==> config.mk <==
export PLATFORM = sky130hd
export DESIGN_NAME = uart_tx_ctrl_flat
export DESIGN_NICKNAME = d
export VERILOG_FILES = /design/src/rtl/uart_tx_ctrl_if.sv /design/src/rtl/uart_tx_ctrl.sv /design/src/flat_wrapper.sv
export SDC_FILE = /design/constraint.sdc
export NUM_CORES = 1
export LEC_CHECK = 0
export BUFFER_PORTS_ARGS = -buffer_cell sky130_fd_sc_hd__buf_2
export CAP_MARGIN = 20
export CORE_MARGIN = 2
export CORE_UTILIZATION = 52
export CTS_CLUSTER_DIAMETER = 120
export DETAILED_ROUTE_END_ITERATION = 8
export GPL_TIMING_DRIVEN = 1
export PLACE_DENSITY = 0.76
export SKIP_CTS_REPAIR_TIMING = 1
export SYNTH_ARGS = -nofsm -noshare
export SYNTH_HDL_FRONTEND = slang
export SYNTH_SLANG_ARGS = --single-unit
==> constraint.sdc <==
create_clock -name uart_clk -period 2.3 [get_ports uart_clk]
set_clock_uncertainty 0.05 [all_clocks]
set_input_delay 0.23 -clock uart_clk [delete_from_list [all_inputs] [get_ports uart_clk]]
set_output_delay 0.23 -clock uart_clk [all_outputs]
set_load 0.02 [all_outputs]
==> src/rtl/uart_tx_ctrl_if.sv <==
// CPU-side configuration, TX buffer write and status bundle for the UART
// transmit sequencer. The CPU register block drives it as master and the
// sequencer consumes it as slave.
interface uart_tx_ctrl_if #(
  parameter int DATA_W = 8,
  parameter int BAUD_W = 16
);
  logic              uart_en;
  logic [BAUD_W-1:0] uart_baud;
  logic              prty_en;
  logic              prty_odd;
  logic              txie;
  logic              txbuf_wr;
  logic [DATA_W-1:0] txbuf_wdat;
  logic              txpnd_clr;
  logic              tx_busy;
  logic              tx_pnd;
  logic              tx_ovf;
  logic              tx_int;

  modport master (
    output uart_en, uart_baud, prty_en, prty_odd, txie,
           txbuf_wr, txbuf_wdat, txpnd_clr,
    input  tx_busy, tx_pnd, tx_ovf, tx_int
  );

  modport slave (
    input  uart_en, uart_baud, prty_en, prty_odd, txie,
           txbuf_wr, txbuf_wdat, txpnd_clr,
    output tx_busy, tx_pnd, tx_ovf, tx_int
  );
endinterface

==> src/rtl/uart_tx_ctrl.sv <==
// UART transmit sequencer: one-entry holding register feeding a shift
// register, framing each byte as start, 8 data bits LSB first, optional
// parity, stop. Sticky completion and overflow flags plus a gated interrupt.
//
// state | meaning
// IDLE  | line high, waiting for a held byte
// START | driving the start bit (low)
// DATA  | driving shift[0], 8 bits LSB first
// PRTY  | driving the parity bit of the loaded byte
// STOP  | driving the stop bit (high); may chain straight into START
module uart_tx_ctrl #(
  parameter int DATA_W = 8,
  parameter int BAUD_W = 16
) (
  input  logic           uart_clk,
  input  logic           sys_rstn,
  uart_tx_ctrl_if.slave  bus,
  output logic           uart_tx
);

  typedef enum logic [2:0] {IDLE, START, DATA, PRTY, STOP} state_t;

  state_t            state_q, state_d;
  logic [DATA_W-1:0] hold_q, hold_d;
  logic              hold_vld_q, hold_vld_d;
  logic [DATA_W-1:0] shift_q, shift_d;
  logic [DATA_W-1:0] data_q, data_d;
  logic              prty_en_q, prty_en_d;
  logic [BAUD_W-1:0] baud_cnt_q, baud_cnt_d;
  logic [2:0]        bit_cnt_q, bit_cnt_d;
  logic              tx_q, tx_d;
  logic              busy_q, busy_d;
  logic              pnd_q, pnd_d;
  logic              ovf_q, ovf_d;
  logic              load_d;
  logic              pnd_set_d;
  logic              ovf_set_d;
  logic              bit_end_d;

  // Next-state, buffer handshake and registered-output precompute
  always_comb begin
    state_d    = state_q;
    hold_d     = hold_q;
    hold_vld_d = hold_vld_q;
    shift_d    = shift_q;
    data_d     = data_q;
    prty_en_d  = prty_en_q;
    baud_cnt_d = baud_cnt_q;
    bit_cnt_d  = bit_cnt_q;
    load_d     = 1'b0;
    pnd_set_d  = 1'b0;
    ovf_set_d  = 1'b0;
    bit_end_d  = (baud_cnt_q == '0);

    if (!bus.uart_en) begin
      // abort: drop frame and held byte, keep sticky flags
      state_d    = IDLE;
      hold_vld_d = 1'b0;
      baud_cnt_d = '0;
      bit_cnt_d  = '0;
    end else begin
      if (state_q != IDLE) begin
        baud_cnt_d = bit_end_d ? bus.uart_baud : baud_cnt_q - BAUD_W'(1);
      end
      unique case (state_q)
        IDLE:  load_d = hold_vld_q;
        START: if (bit_end_d) begin
                 state_d   = DATA;
                 bit_cnt_d = '0;
               end
        DATA:  if (bit_end_d) begin
                 shift_d   = shift_q >> 1;
                 bit_cnt_d = bit_cnt_q + 3'd1;
                 if (bit_cnt_q == 3'd7) state_d = prty_en_q ? PRTY : STOP;
               end
        PRTY:  if (bit_end_d) state_d = STOP;
        STOP:  if (bit_end_d) begin
                 pnd_set_d = 1'b1;
                 if (hold_vld_q) load_d = 1'b1;
                 else            state_d = IDLE;
               end
        default: state_d = IDLE;
      endcase

      // move held byte into the shifter; parity enable is frozen per frame
      if (load_d) begin
        shift_d    = hold_q;
        data_d     = hold_q;
        prty_en_d  = bus.prty_en;
        hold_vld_d = 1'b0;
        baud_cnt_d = bus.uart_baud;
        state_d    = START;
      end

      // a write lands if the holder is empty or is being emptied this edge
      if (bus.txbuf_wr) begin
        if (!hold_vld_q || load_d) begin
          hold_d     = bus.txbuf_wdat;
          hold_vld_d = 1'b1;
        end else begin
          ovf_set_d  = 1'b1;
        end
      end
    end

    tx_d = 1'b1;
    unique case (state_d)
      IDLE:    tx_d = 1'b1;
      START:   tx_d = 1'b0;
      DATA:    tx_d = shift_d[0];
      PRTY:    tx_d = (^data_d) ^ bus.prty_odd;
      STOP:    tx_d = 1'b1;
      default: tx_d = 1'b1;
    endcase

    busy_d = (state_d != IDLE) | hold_vld_d;
    pnd_d  = pnd_set_d ? 1'b1 : (bus.txpnd_clr ? 1'b0 : pnd_q);
    ovf_d  = ovf_set_d ? 1'b1 : (bus.txpnd_clr ? 1'b0 : ovf_q);
  end

  // FSM, datapath and registered outputs; reset forces the line high at once
  always_ff @(posedge uart_clk or negedge sys_rstn) begin
    if (!sys_rstn) begin
      state_q    <= IDLE;
      hold_q     <= '0;
      hold_vld_q <= 1'b0;
      shift_q    <= '0;
      data_q     <= '0;
      prty_en_q  <= 1'b0;
      baud_cnt_q <= '0;
      bit_cnt_q  <= '0;
      tx_q       <= 1'b1;
      busy_q     <= 1'b0;
      pnd_q      <= 1'b0;
      ovf_q      <= 1'b0;
    end else begin
      state_q    <= state_d;
      hold_q     <= hold_d;
      hold_vld_q <= hold_vld_d;
      shift_q    <= shift_d;
      data_q     <= data_d;
      prty_en_q  <= prty_en_d;
      baud_cnt_q <= baud_cnt_d;
      bit_cnt_q  <= bit_cnt_d;
      tx_q       <= tx_d;
      busy_q     <= busy_d;
      pnd_q      <= pnd_d;
      ovf_q      <= ovf_d;
    end
  end

  assign uart_tx     = tx_q;
  assign bus.tx_busy = busy_q;
  assign bus.tx_pnd  = pnd_q;
  assign bus.tx_ovf  = ovf_q;
  assign bus.tx_int  = pnd_q & bus.txie;

endmodule
==> src/flat_wrapper.sv <==
// flat-port wrapper written by rule: the top's interface ports become plain ports
module uart_tx_ctrl_flat 
#(
  parameter int DATA_W = 8,
  parameter int BAUD_W = 16
)
  (uart_clk, sys_rstn, uart_tx, bus_uart_en, bus_uart_baud, bus_prty_en, bus_prty_odd, bus_txie, bus_txbuf_wr, bus_txbuf_wdat, bus_txpnd_clr, bus_tx_busy, bus_tx_pnd, bus_tx_ovf, bus_tx_int);
  uart_tx_ctrl_if #(.DATA_W(DATA_W), .BAUD_W(BAUD_W)) bus_i ();
  input  logic uart_clk;
  input  logic sys_rstn;
  output logic uart_tx;
  input wire logic [$bits(bus_i.uart_en)-1:0] bus_uart_en;
  input wire logic [$bits(bus_i.uart_baud)-1:0] bus_uart_baud;
  input wire logic [$bits(bus_i.prty_en)-1:0] bus_prty_en;
  input wire logic [$bits(bus_i.prty_odd)-1:0] bus_prty_odd;
  input wire logic [$bits(bus_i.txie)-1:0] bus_txie;
  input wire logic [$bits(bus_i.txbuf_wr)-1:0] bus_txbuf_wr;
  input wire logic [$bits(bus_i.txbuf_wdat)-1:0] bus_txbuf_wdat;
  input wire logic [$bits(bus_i.txpnd_clr)-1:0] bus_txpnd_clr;
  output wire logic [$bits(bus_i.tx_busy)-1:0] bus_tx_busy;
  output wire logic [$bits(bus_i.tx_pnd)-1:0] bus_tx_pnd;
  output wire logic [$bits(bus_i.tx_ovf)-1:0] bus_tx_ovf;
  output wire logic [$bits(bus_i.tx_int)-1:0] bus_tx_int;
  assign bus_i.uart_en = bus_uart_en;
  assign bus_i.uart_baud = bus_uart_baud;
  assign bus_i.prty_en = bus_prty_en;
  assign bus_i.prty_odd = bus_prty_odd;
  assign bus_i.txie = bus_txie;
  assign bus_i.txbuf_wr = bus_txbuf_wr;
  assign bus_i.txbuf_wdat = bus_txbuf_wdat;
  assign bus_i.txpnd_clr = bus_txpnd_clr;
  assign bus_tx_busy = bus_i.tx_busy;
  assign bus_tx_pnd = bus_i.tx_pnd;
  assign bus_tx_ovf = bus_i.tx_ovf;
  assign bus_tx_int = bus_i.tx_int;
  uart_tx_ctrl #(.DATA_W(DATA_W), .BAUD_W(BAUD_W)) u_core (.uart_clk(uart_clk), .sys_rstn(sys_rstn), .bus(bus_i), .uart_tx(uart_tx));
endmodule
-- Yosys cells after proc, flatten, opt, wreduce, memory -nomap -nowiden
Index checks and enable logic that the tools add are counted.
- add/sub/neg operators: 2
- multiply operators: 0
- divide/modulo/power cells: 0
- $lt $le $gt $ge: 0
- eq/ne operators: 12
- shift-type cells: 0
- multiplexer cells: 42
- bitwise gates (word level): 3
- reduce and logical (&&, ||, !) cells: 15
- operator list (cell ; number):
    2-to-1 mux 16 bit ; 4
    2-to-1 mux 8 bit ; 5
    2-to-1 mux 3 bit ; 12
    2-to-1 mux 1 bit ; 17
    logical NOT 16 bit ; 1
    subtractor 16 x 1 -> 16 bit, second input constant ; 1
    one-hot mux 3 bit (5 select lines) ; 1
    == test 3 x 2 -> 1 bit, second input constant ; 4
    AND reduction 3 bit ; 3
    nonzero test 2 bit ; 4
    XOR reduction 8 bit ; 1
    == test 3 x 1 -> 1 bit, second input constant ; 2
    == test 3 bit, second input constant ; 2
    != test 3 x 1 -> 1 bit, second input constant ; 2
    != test 3 x 2 -> 1 bit, second input constant ; 2
    one-hot mux 3 bit (2 select lines) ; 1
    nonzero test 3 bit ; 2
    adder 3 x 1 -> 3 bit, second input constant ; 1
    logical NOT 3 bit ; 1
    one-hot mux 1 bit (3 select lines) ; 1
    one-hot mux 1 bit (2 select lines) ; 1
    AND reduction 2 bit ; 1
    AND 1 bit ; 1
    logical NOT 1 bit ; 1
    other kinds (3) ; 3
- register bits after elaboration: 52
- bits in latches: 0
- memory bits (writable): 0
- ROM bits: 0
- input bits: 32
- output and inout port bits: 5
- logic and storage cells: 87
- memories: 0

-- Longest topological paths before layout
Gate-level depths: netlist of the first run.
- word-level depth: 9
- depth in mapped cells: 10
- depth with buffers taken out: 8

-- Least setup slack after synthesis of the first run
Ideal clock, no wire load.
- kind: reg-to-reg
- start point: register u_core.baud_cnt_q[0]
- end point: register u_core.busy_q (netlist: u_core.bus.tx_busy)
- library setup time: 0.139 ns
- arrival: 2.017 ns
- required time: 2.111 ns
- setup slack: 0.094 ns
- stages on the path, launching flop included: 9
- buffers on the path: 0
- clock period less this slack: 2.206 ns
- path through: dfrtp_1 > inv_1 > ha_1 > nor3b_2 > nand4_2 > a21o_1 > and2_4 > o21a_1 > or4_1
- cells in the longest elaborated chain, start to end: 9
- elaborated cells between the ends (all ways): 18
- classes of those cells: mux: 14; bitwise: 1; reduce/logical: 3
- RTL lines (element ; line ; source):
    from (decl) ; uart_tx_ctrl.sv:29 ; logic [BAUD_W-1:0] baud_cnt_q, baud_cnt_d;
    from (signal assigned) ; uart_tx_ctrl.sv:143 ; baud_cnt_q <= baud_cnt_d;
    logical NOT 16 bit (*) ; uart_tx_ctrl.sv:53 ; bit_end_d = (baud_cnt_q == '0);
    2-to-1 mux 1 bit (*) ; uart_tx_ctrl.sv:77 ; STOP: if (bit_end_d) begin
    one-hot mux 1 bit (2 select lines) (*) ; uart_tx_ctrl.sv:65 ; unique case (state_q)
    2-to-1 mux 1 bit (*) ; uart_tx_ctrl.sv:55 ; if (!bus.uart_en) begin
    2-to-1 mux 1 bit or logical OR 1 bit (tied branches) ; uart_tx_ctrl.sv:86, uart_tx_ctrl.sv:97 ;
    2-to-1 mux 1 bit ; uart_tx_ctrl.sv:97 ; if (!hold_vld_q || load_d) begin
    2-to-1 mux 1 bit (*) ; uart_tx_ctrl.sv:96 ; if (bus.txbuf_wr) begin
    2-to-1 mux 1 bit (*) ; uart_tx_ctrl.sv:55 ;
    via u_core.hold_vld_d ; uart_tx_ctrl.sv:25 ; logic hold_vld_q, hold_vld_d;
    OR 1 bit (*) ; uart_tx_ctrl.sv:116 ; busy_d = (state_d != IDLE) | hold_vld_d;
    via u_core.busy_d ; uart_tx_ctrl.sv:32 ; logic busy_q, busy_d;
    to (signal assigned) ; uart_tx_ctrl.sv:146 ; busy_q <= busy_d;
    to (decl) ; uart_tx_ctrl.sv:32 ;
The timed path passes the listed nets; every way through them passes the cells marked *. The select of a mux whose other input is x is not followed.
A chain may end at the register's enable or synchronous reset.

-- Worst setup path in the final report of the first run
- start point: register u_core.baud_cnt_q[0]
- end point: register u_core.busy_q (netlist: u_core.bus.tx_busy)
- elaborated cells between the ends (all ways): 18
- classes of those cells: mux: 14; bitwise: 1; reduce/logical: 3
- RTL lines (element ; line ; source):
    logical NOT 16 bit (*) ; uart_tx_ctrl.sv:53 ;
    2-to-1 mux 1 bit ; uart_tx_ctrl.sv:77 ;
    one-hot mux 1 bit (2 select lines) ; uart_tx_ctrl.sv:65 ;
    2-to-1 mux 1 bit ; uart_tx_ctrl.sv:55 ;
    2-to-1 mux 3 bit (*) ; uart_tx_ctrl.sv:86 ; if (load_d) begin
    2-to-1 mux 3 bit (*) ; uart_tx_ctrl.sv:55 ;
    via u_core.state_d[0] ; uart_tx_ctrl.sv:23 ; state_t state_q, state_d;
    nonzero test 3 bit (*) ; uart_tx_ctrl.sv:116 ;
    OR 1 bit (*) ; uart_tx_ctrl.sv:116 ;
    via u_core.busy_d ; uart_tx_ctrl.sv:32 ;
Marks and branches as above.

==> impl_metrics.ini, run 1 <==
[synthesis]
synth_top_area_share_pct = 44.5
synth.area.top_cells = sky130_fd_sc_hd__dfrtp_1 (45%), sky130_fd_sc_hd__nand2_1 (6.7%), sky130_fd_sc_hd__a21oi_1 (4.5%), sky130_fd_sc_hd__o21ai_0 (3.8%), sky130_fd_sc_hd__xnor2_1 (3.7%)
synth.largest_area_cell = sky130_fd_sc_hd__dfrtp_1
synth.cell_area_um2 = 2870
synthesis.instances = 317
synthFlopType = sky130_fd_sc_hd__dfrtp_1
synth_sequential_area_ratio_pct = 45.5
postSynthRegisterBits = 52
postSynthNetCount = 352
post_synth.cell_area_avg_um2 = 9.04
yosysWarningCount = 0
ys_types = 48
async_reset_ff_share_pct = 100
synth_enable_flop_cells = 0
ys_top_cells_by_count = sky130_fd_sc_hd__dfrtp_1 (51), sky130_fd_sc_hd__nand2_1 (51), sky130_fd_sc_hd__a21oi_1 (26)

[pwr]
power_density_nw_per_um2 = 1180
leakagePower_nw = 1.66
power_switching_mw = 1.72
intPower_mw = 2.58
power_frac_comb_pct = 52.2
clock_power_share_pct = 13.0
worst_ir_drop_vdd_v = 0.000717
power.share.sequential_pct = 34.8
netSwitchingFraction_pct = 40.1

[job]
cap_viol_max_count = 0

[critical_path]
crit_family = simple AND/OR/NAND/NOR gates
type_of_the_setup_path_with_the_least_slack = reg -> reg
critPathMaxFanout = 5
critical_path.cell_chain = inv_2, ha_4, nor3b_4, nand4_4, buf_6, mux2i_1, nand2b_2, or4_1
crit_required_ns = 2.44
rrSetupSlack_ns = 0.02
critical-path-slowest-cell = sky130_fd_sc_hd__or4_1
worstPathBufferInverterCount = 2
cp-end-kind = flip-flop
cp_slowest_stage_delay_ns = 0.54
worst_ep_arrival_time_ns = 2.42
critical_path_startpoint_category = flip-flop

[final_layout]
stdcell_count = 464
antenna-diode-count = 0
area_growth_syn_to_layout_pct = 27.0
final_net_count = 426
final_layout_size_suffix_gt1_share_pct = 29.1
n_fill_cell = 432

[placement]
finalWeightedCongestion = 0.839
place.port_buffers = 36
dpl.hpwl_um = 4660
placed_cells = 441

[floorplan]
core-area_um2 = 5410
die_width_um = 78.2
die_y_um = 78.2
core.rowCount = 27
io_pins = 37
die-area_um2 = 6120
floorplan.initialDensity_pct = 53.0

[timing]
remaining_max_slew_budget_at_the_tightest_pin_pct = 58.5
hold_viol = 0
final-setup-viol-count = 0
timing.final.crit_period_ns = 2.28
fin_tns_setup_ns = 0
max_slew.worst_pin.slew_ns = 0.622
hold_slack_ns = 0.0548
rsz0062_at_grt = true
timing_max_transition_violations_final = 0
layout_worst_path_cycle_share_pct = 99.2
max_clock_freq_mhz = 438

[cts]
clock_insertion_delay_worst_skew_ns = 0.32
cts.sinks = 52
cts-buffers-inserted = 5
clockRootBuffer = sky130_fd_sc_hd__clkbuf_8
clock_path_buffers = 2
clk_transition_reported_paths_ns = 0.10
cts_tree = yes
ctsHtreeMaxLevel = 2

[global_route]
grt_pass1_wl_um = 11100
antenna_found_initial = 0
grt_start_max_net_pins = 32
via_count_of_the_first_global_routing_pass = 2488
grt_overflow = 0
grt.total_usage_pct = 22.8

[routing]
drt-total-wl_um = 6890
dr_wl_met3_um = 304
post-route-drc-count = 0
routedLengthMet1_um = 3150
drt-initial-drc-count = 178
routed_wire_length_per_instance_um = 14.8
dr_total_vias = 2616
drt_first_pass_iters = 4
postRouteAntennaNets = 0
met2_length_um = 3300
drt-vias-per-instance = 5.64
maxUsedRoutingLayer = met4

[min_path]
worstHoldPathType = in -> reg

[run_status]
outcome = completed
cell type report:
cell class                      count  area [µm²]  area share (%)
Timing Repair Buffer               80         567            15.6
Tap cell                           72        90.1            2.48
Clock inverter                      3        26.3           0.722
Clock buffer                        5        68.8            1.89
Multi-Input combinational cell    242        1550            42.5
Sequential cell                    52        1300            35.8
Inverter                           10        37.5            1.03
worst reg2reg max path, cell delays in order, from the launching register on:
cell	delay, ns
sky130_fd_sc_hd__dfrtp_1	0.41
sky130_fd_sc_hd__inv_2	0.09
sky130_fd_sc_hd__ha_4	0.14
sky130_fd_sc_hd__nor3b_4	0.24
sky130_fd_sc_hd__nand4_4	0.15
sky130_fd_sc_hd__buf_6	0.17
sky130_fd_sc_hd__mux2i_1	0.13
sky130_fd_sc_hd__nand2b_2	0.23
sky130_fd_sc_hd__or4_1	0.54
placed cells by master, fill, tap and decap left out, types with 3 or more instances in the layout:
cell,n
sky130_fd_sc_hd__o2bb2ai_1,3
sky130_fd_sc_hd__o21ai_1,9
sky130_fd_sc_hd__mux2_2,3
sky130_fd_sc_hd__or4_1,4
sky130_fd_sc_hd__a21oi_1,26
sky130_fd_sc_hd__dfrtp_1,51
sky130_fd_sc_hd__nor4_4,3
sky130_fd_sc_hd__clkbuf_8,5
sky130_fd_sc_hd__nand3b_1,4
sky130_fd_sc_hd__nand2b_1,4
sky130_fd_sc_hd__nor4_1,6
sky130_fd_sc_hd__buf_12,4
sky130_fd_sc_hd__nand3_1,5
sky130_fd_sc_hd__mux2i_1,3
sky130_fd_sc_hd__xnor2_1,12
sky130_fd_sc_hd__buf_4,38
sky130_fd_sc_hd__o21ai_0,22
sky130_fd_sc_hd__a21o_1,3
sky130_fd_sc_hd__buf_2,36
sky130_fd_sc_hd__o22ai_1,9
sky130_fd_sc_hd__nor3_1,6
sky130_fd_sc_hd__inv_1,8
sky130_fd_sc_hd__o21a_1,3
sky130_fd_sc_hd__nor3b_1,3
sky130_fd_sc_hd__nand2_1,51
sky130_fd_sc_hd__nor2_1,23
sky130_fd_sc_hd__mux2_4,5
cell families after synthesis:
logic type      share of synthesized area, %
xor+xnor                                4.28
mux                                     4.19
flops                                   45.5
compound gates                          18.3
simple gates                            23.1
fa+ha+maj                               1.31
buf+inv                                 3.41
sequential cells by signal, summed over array words and instances (netlist names):
name                cells
u_core.baud_cnt_q      16
u_core.data_q           8
u_core.hold_q           8
u_core.shift_q          8
u_core.bit_cnt_q        3
u_core.state_q          3
u_core.bus.tx_busy      1
u_core.bus.tx_ovf       1
u_core.bus.tx_pnd       1
u_core.hold_vld_q       1
u_core.prty_en_q        1
u_core.uart_tx          1
layer usage:
metal	up-vias	global-route usage, %
met4	0	7.89
li1	1269	-
met2	61	37.2
met3	14	4.60
met5	-	0
met1	1272	30.4
path summary, 6_finish.rpt:
path | endpoint | start | cells past startpoint
worst max-delay path | u_core.bus.tx_busy | u_core.baud_cnt_q[0] | 8
worst min-delay path | u_core.prty_en_q | bus_prty_en | 3
worst max register to register | u_core.bus.tx_busy | u_core.baud_cnt_q[0] | 8
worst min register to register | u_core.data_q[7] | u_core.data_q[7] | 2
max in group asynchronous | u_core.uart_tx | sys_rstn | 3
min in group asynchronous | u_core.state_q[2] | sys_rstn | 2
stage by stage:
stage                     util (%)  cell area [µm²]  total power, mW  worst slack (ns)
after detailed placement      61.6             3330             3.40           -0.0752
final                         67.3             3640             4.31            0.0192
after CTS                     63.4             3420             3.97            -0.103
after global placement        61.6             3330             3.34            0.0105
after floorplan                  -             2870             2.81            0.0945
after global routing          67.3             3640             4.61            -0.103
power groups by stage:
stage	Clock, mW	Sequential (mW)	Combinational (mW)
floorplan	0	1.48	1.33
global placement	0	1.49	1.86
detailed placement	0	1.50	1.90
CTS	0.572	1.48	1.91
global route	0.604	1.53	2.48
finish	0.559	1.50	2.25
Note: power is estimated with default switching activity, not from simulation.
==> run 2: changes to the inputs <==
BUFFER_PORTS_ARGS = -buffer_cell sky130_fd_sc_hd__clkbuf_2   (was -buffer_cell sky130_fd_sc_hd__buf_2)
==> run 2 against run 1 <==
  * The run now ends with setup timing left
  * Via count decreased by 0.84%
  * Clock-buffer cell count unchanged
  * Global-route usage shrank 0.41 points
  * Final cell count fell by 0.65%
  * Utilization is 0.42 points lower
  * Non-clock buffer count fell by 3
  * Critical path depth stayed put
  * Register-to-register slack lost 0.03 ns
  * Clock power is 1% lower
  * Combinational power grew 2%
  * Largest cell class unchanged
  * Highest routed layer unchanged
==> impl_metrics.ini, run 2 (synthesized netlist as in run 1, its figures left out) <==
[critical_path]
type_of_the_setup_path_with_the_least_slack = reg -> reg
crit_required_ns = 2.44
critical_path_startpoint_category = flip-flop
worst_ep_arrival_time_ns = 2.45
cp-end-kind = flip-flop
timing.critical_path.from = u_core.baud_cnt_q[0]
worst_flop_to_flop_path_startpoint = u_core.baud_cnt_q[0]
rrSetupSlack_ns = -0.009
crit_family = simple AND/OR/NAND/NOR gates
cp_slowest_stage_delay_ns = 0.53
reg2reg_to = u_core.bus.tx_busy
critical_path.cell_chain = inv_2, ha_4, nor3b_4, buf_4, nand4_4, mux2i_1, nand2b_2, or4_1
critPathMaxFanout = 5
worstPathBufferInverterCount = 2
critical-path-slowest-cell = sky130_fd_sc_hd__or4_1
r2r.worst_path.cells = 8

[pwr]
power_density_nw_per_um2 = 1210
leakagePower_nw = 1.64
worst_ir_drop_vdd_v = 0.000786

[min_path]
hold_end = u_core.prty_en_q
min-delay-start = bus_prty_en
worstHoldPathType = in -> reg
min_delay_path_depth = 3

[final_layout]
stdcell_count = 461
antenna-diode-count = 0
final_net_count = 423
max_flop_register = u_core.baud_cnt_q
final_core_util_pct = 66.9
area_growth_syn_to_layout_pct = 26.2
final_layout_size_suffix_gt1_share_pct = 28.5
layout_common_cells = sky130_fd_sc_hd__nand2_1 (51), sky130_fd_sc_hd__dfrtp_1 (51), sky130_fd_sc_hd__clkbuf_2 (36), sky130_fd_sc_hd__buf_4 (36), sky130_fd_sc_hd__a21oi_1 (26)
largest_reg_flops = 16

[cts]
cts_tree = yes
clock_path_buffers = 2
clock_insertion_delay_worst_skew_ns = 0.31
cts.sinks = 52
cts-buffers-inserted = 5
clockRootBuffer = sky130_fd_sc_hd__clkbuf_8
ctsHtreeMaxLevel = 2
clk_transition_reported_paths_ns = 0.10

[global_route]
grt_overflow = 0
grt.total_usage_pct = 22.4
grt_pass1_wl_um = 11000
antenna_found_initial = 0
via_count_of_the_first_global_routing_pass = 2335
grt_start_max_net_pins = 33

[floorplan]
die-area_um2 = 6120
floorplan.initialDensity_pct = 53.0
io_pins = 37
die_width_um = 78.2
die_y_um = 78.2
core-area_um2 = 5410
core.rowCount = 27

[routing]
drt-initial-drc-count = 233
postRouteAntennaNets = 0
drt-vias-per-instance = 5.63
dr_total_vias = 2594
routed_wire_length_per_instance_um = 15.2
post-route-drc-count = 0
drt-total-wl_um = 7030
drt_first_pass_iters = 6

[timing]
timing.final.crit_period_ns = 2.31
setup_slack_ns = -0.00901
remaining_max_slew_budget_at_the_tightest_pin_pct = 61.3
hold_viol = 0
fin_tns_setup_ns = -0.00901
rsz0062_at_grt = true
layout_worst_path_cycle_share_pct = 100
max_slew.worst_pin.slew_ns = 0.580
timing_max_transition_violations_final = 0
max_clock_freq_mhz = 433
final-setup-viol-count = 1

[run_status]
outcome = finished with violations
violations = setup timing

[placement]
minimum_setup_slack_after_placement_ns = -0.0797
finalWeightedCongestion = 0.870
placed_cells = 440
place.port_buffers = 36
dpl.hpwl_um = 4790

[job]
cap_viol_max_count = 0
-- run 2: final cells by class --
cell class,count,area (µm²)
flip-flops and latches,52,1300
clock buffers,5,68.8
inverters,10,37.5
fillers,438,1790
clock inverters,3,26.3
well taps,72,90.1
multi-input cells,242,1560
repair buffers,77,532
-- run 2: how the worst max path moves through the flow --
| stage | to | cells after the start |
|---|---|---|
| 5_1_grt | u_core.bus.tx_busy | 8 |
| 3_3_place_gp | u_core.hold_q[6] | 8 |
| 6_report | u_core.bus.tx_busy | 8 |
| 3_5_place_dp | u_core.hold_q[4] | 8 |
| 2_1_floorplan | u_core.bus.tx_busy | 8 |
| 4_1_cts | u_core.hold_q[4] | 8 |
-- run 2: power by group --
group / internal [mW] / switching (mW) / leakage (nW)
combinational: 1.14 / 1.15 / 0.928
sequential: 1.22 / 0.308 / 0.665
clock: 0.225 / 0.326 / 0.0491
-- run 2: worst register-to-register path, stage by stage, from the launching register on --
cell                       delay [ns]
sky130_fd_sc_hd__dfrtp_1         0.42
sky130_fd_sc_hd__inv_2           0.09
sky130_fd_sc_hd__ha_4            0.13
sky130_fd_sc_hd__nor3b_4         0.27
sky130_fd_sc_hd__buf_4           0.18
sky130_fd_sc_hd__nand4_4         0.12
sky130_fd_sc_hd__mux2i_1         0.16
sky130_fd_sc_hd__nand2b_2        0.24
sky130_fd_sc_hd__or4_1           0.53
-- run 2: layer usage --
layer / global-route usage, % / share of wire [%] / vias up
met5: 0 / 0 / -
met4: 4.21 / 0.81 / 0
met3: 3.45 / 3.3 / 6
met2: 35.8 / 50 / 50
met1: 32.7 / 45 / 1274
li1: - / - / 1264
-- run 2: through the flow --
step / hold WS (ns) / instance area, µm² / power (mW)
6_report: 0.0877 / 3620 / 4.36
5_1_grt: 0.0927 / 3620 / 4.69
4_1_cts: -0.133 / 3420 / 3.99
3_5_place_dp: 0.207 / 3320 / 3.44
3_3_place_gp: 0.208 / 3320 / 3.40
2_1_floorplan: -0.116 / 2870 / 2.81
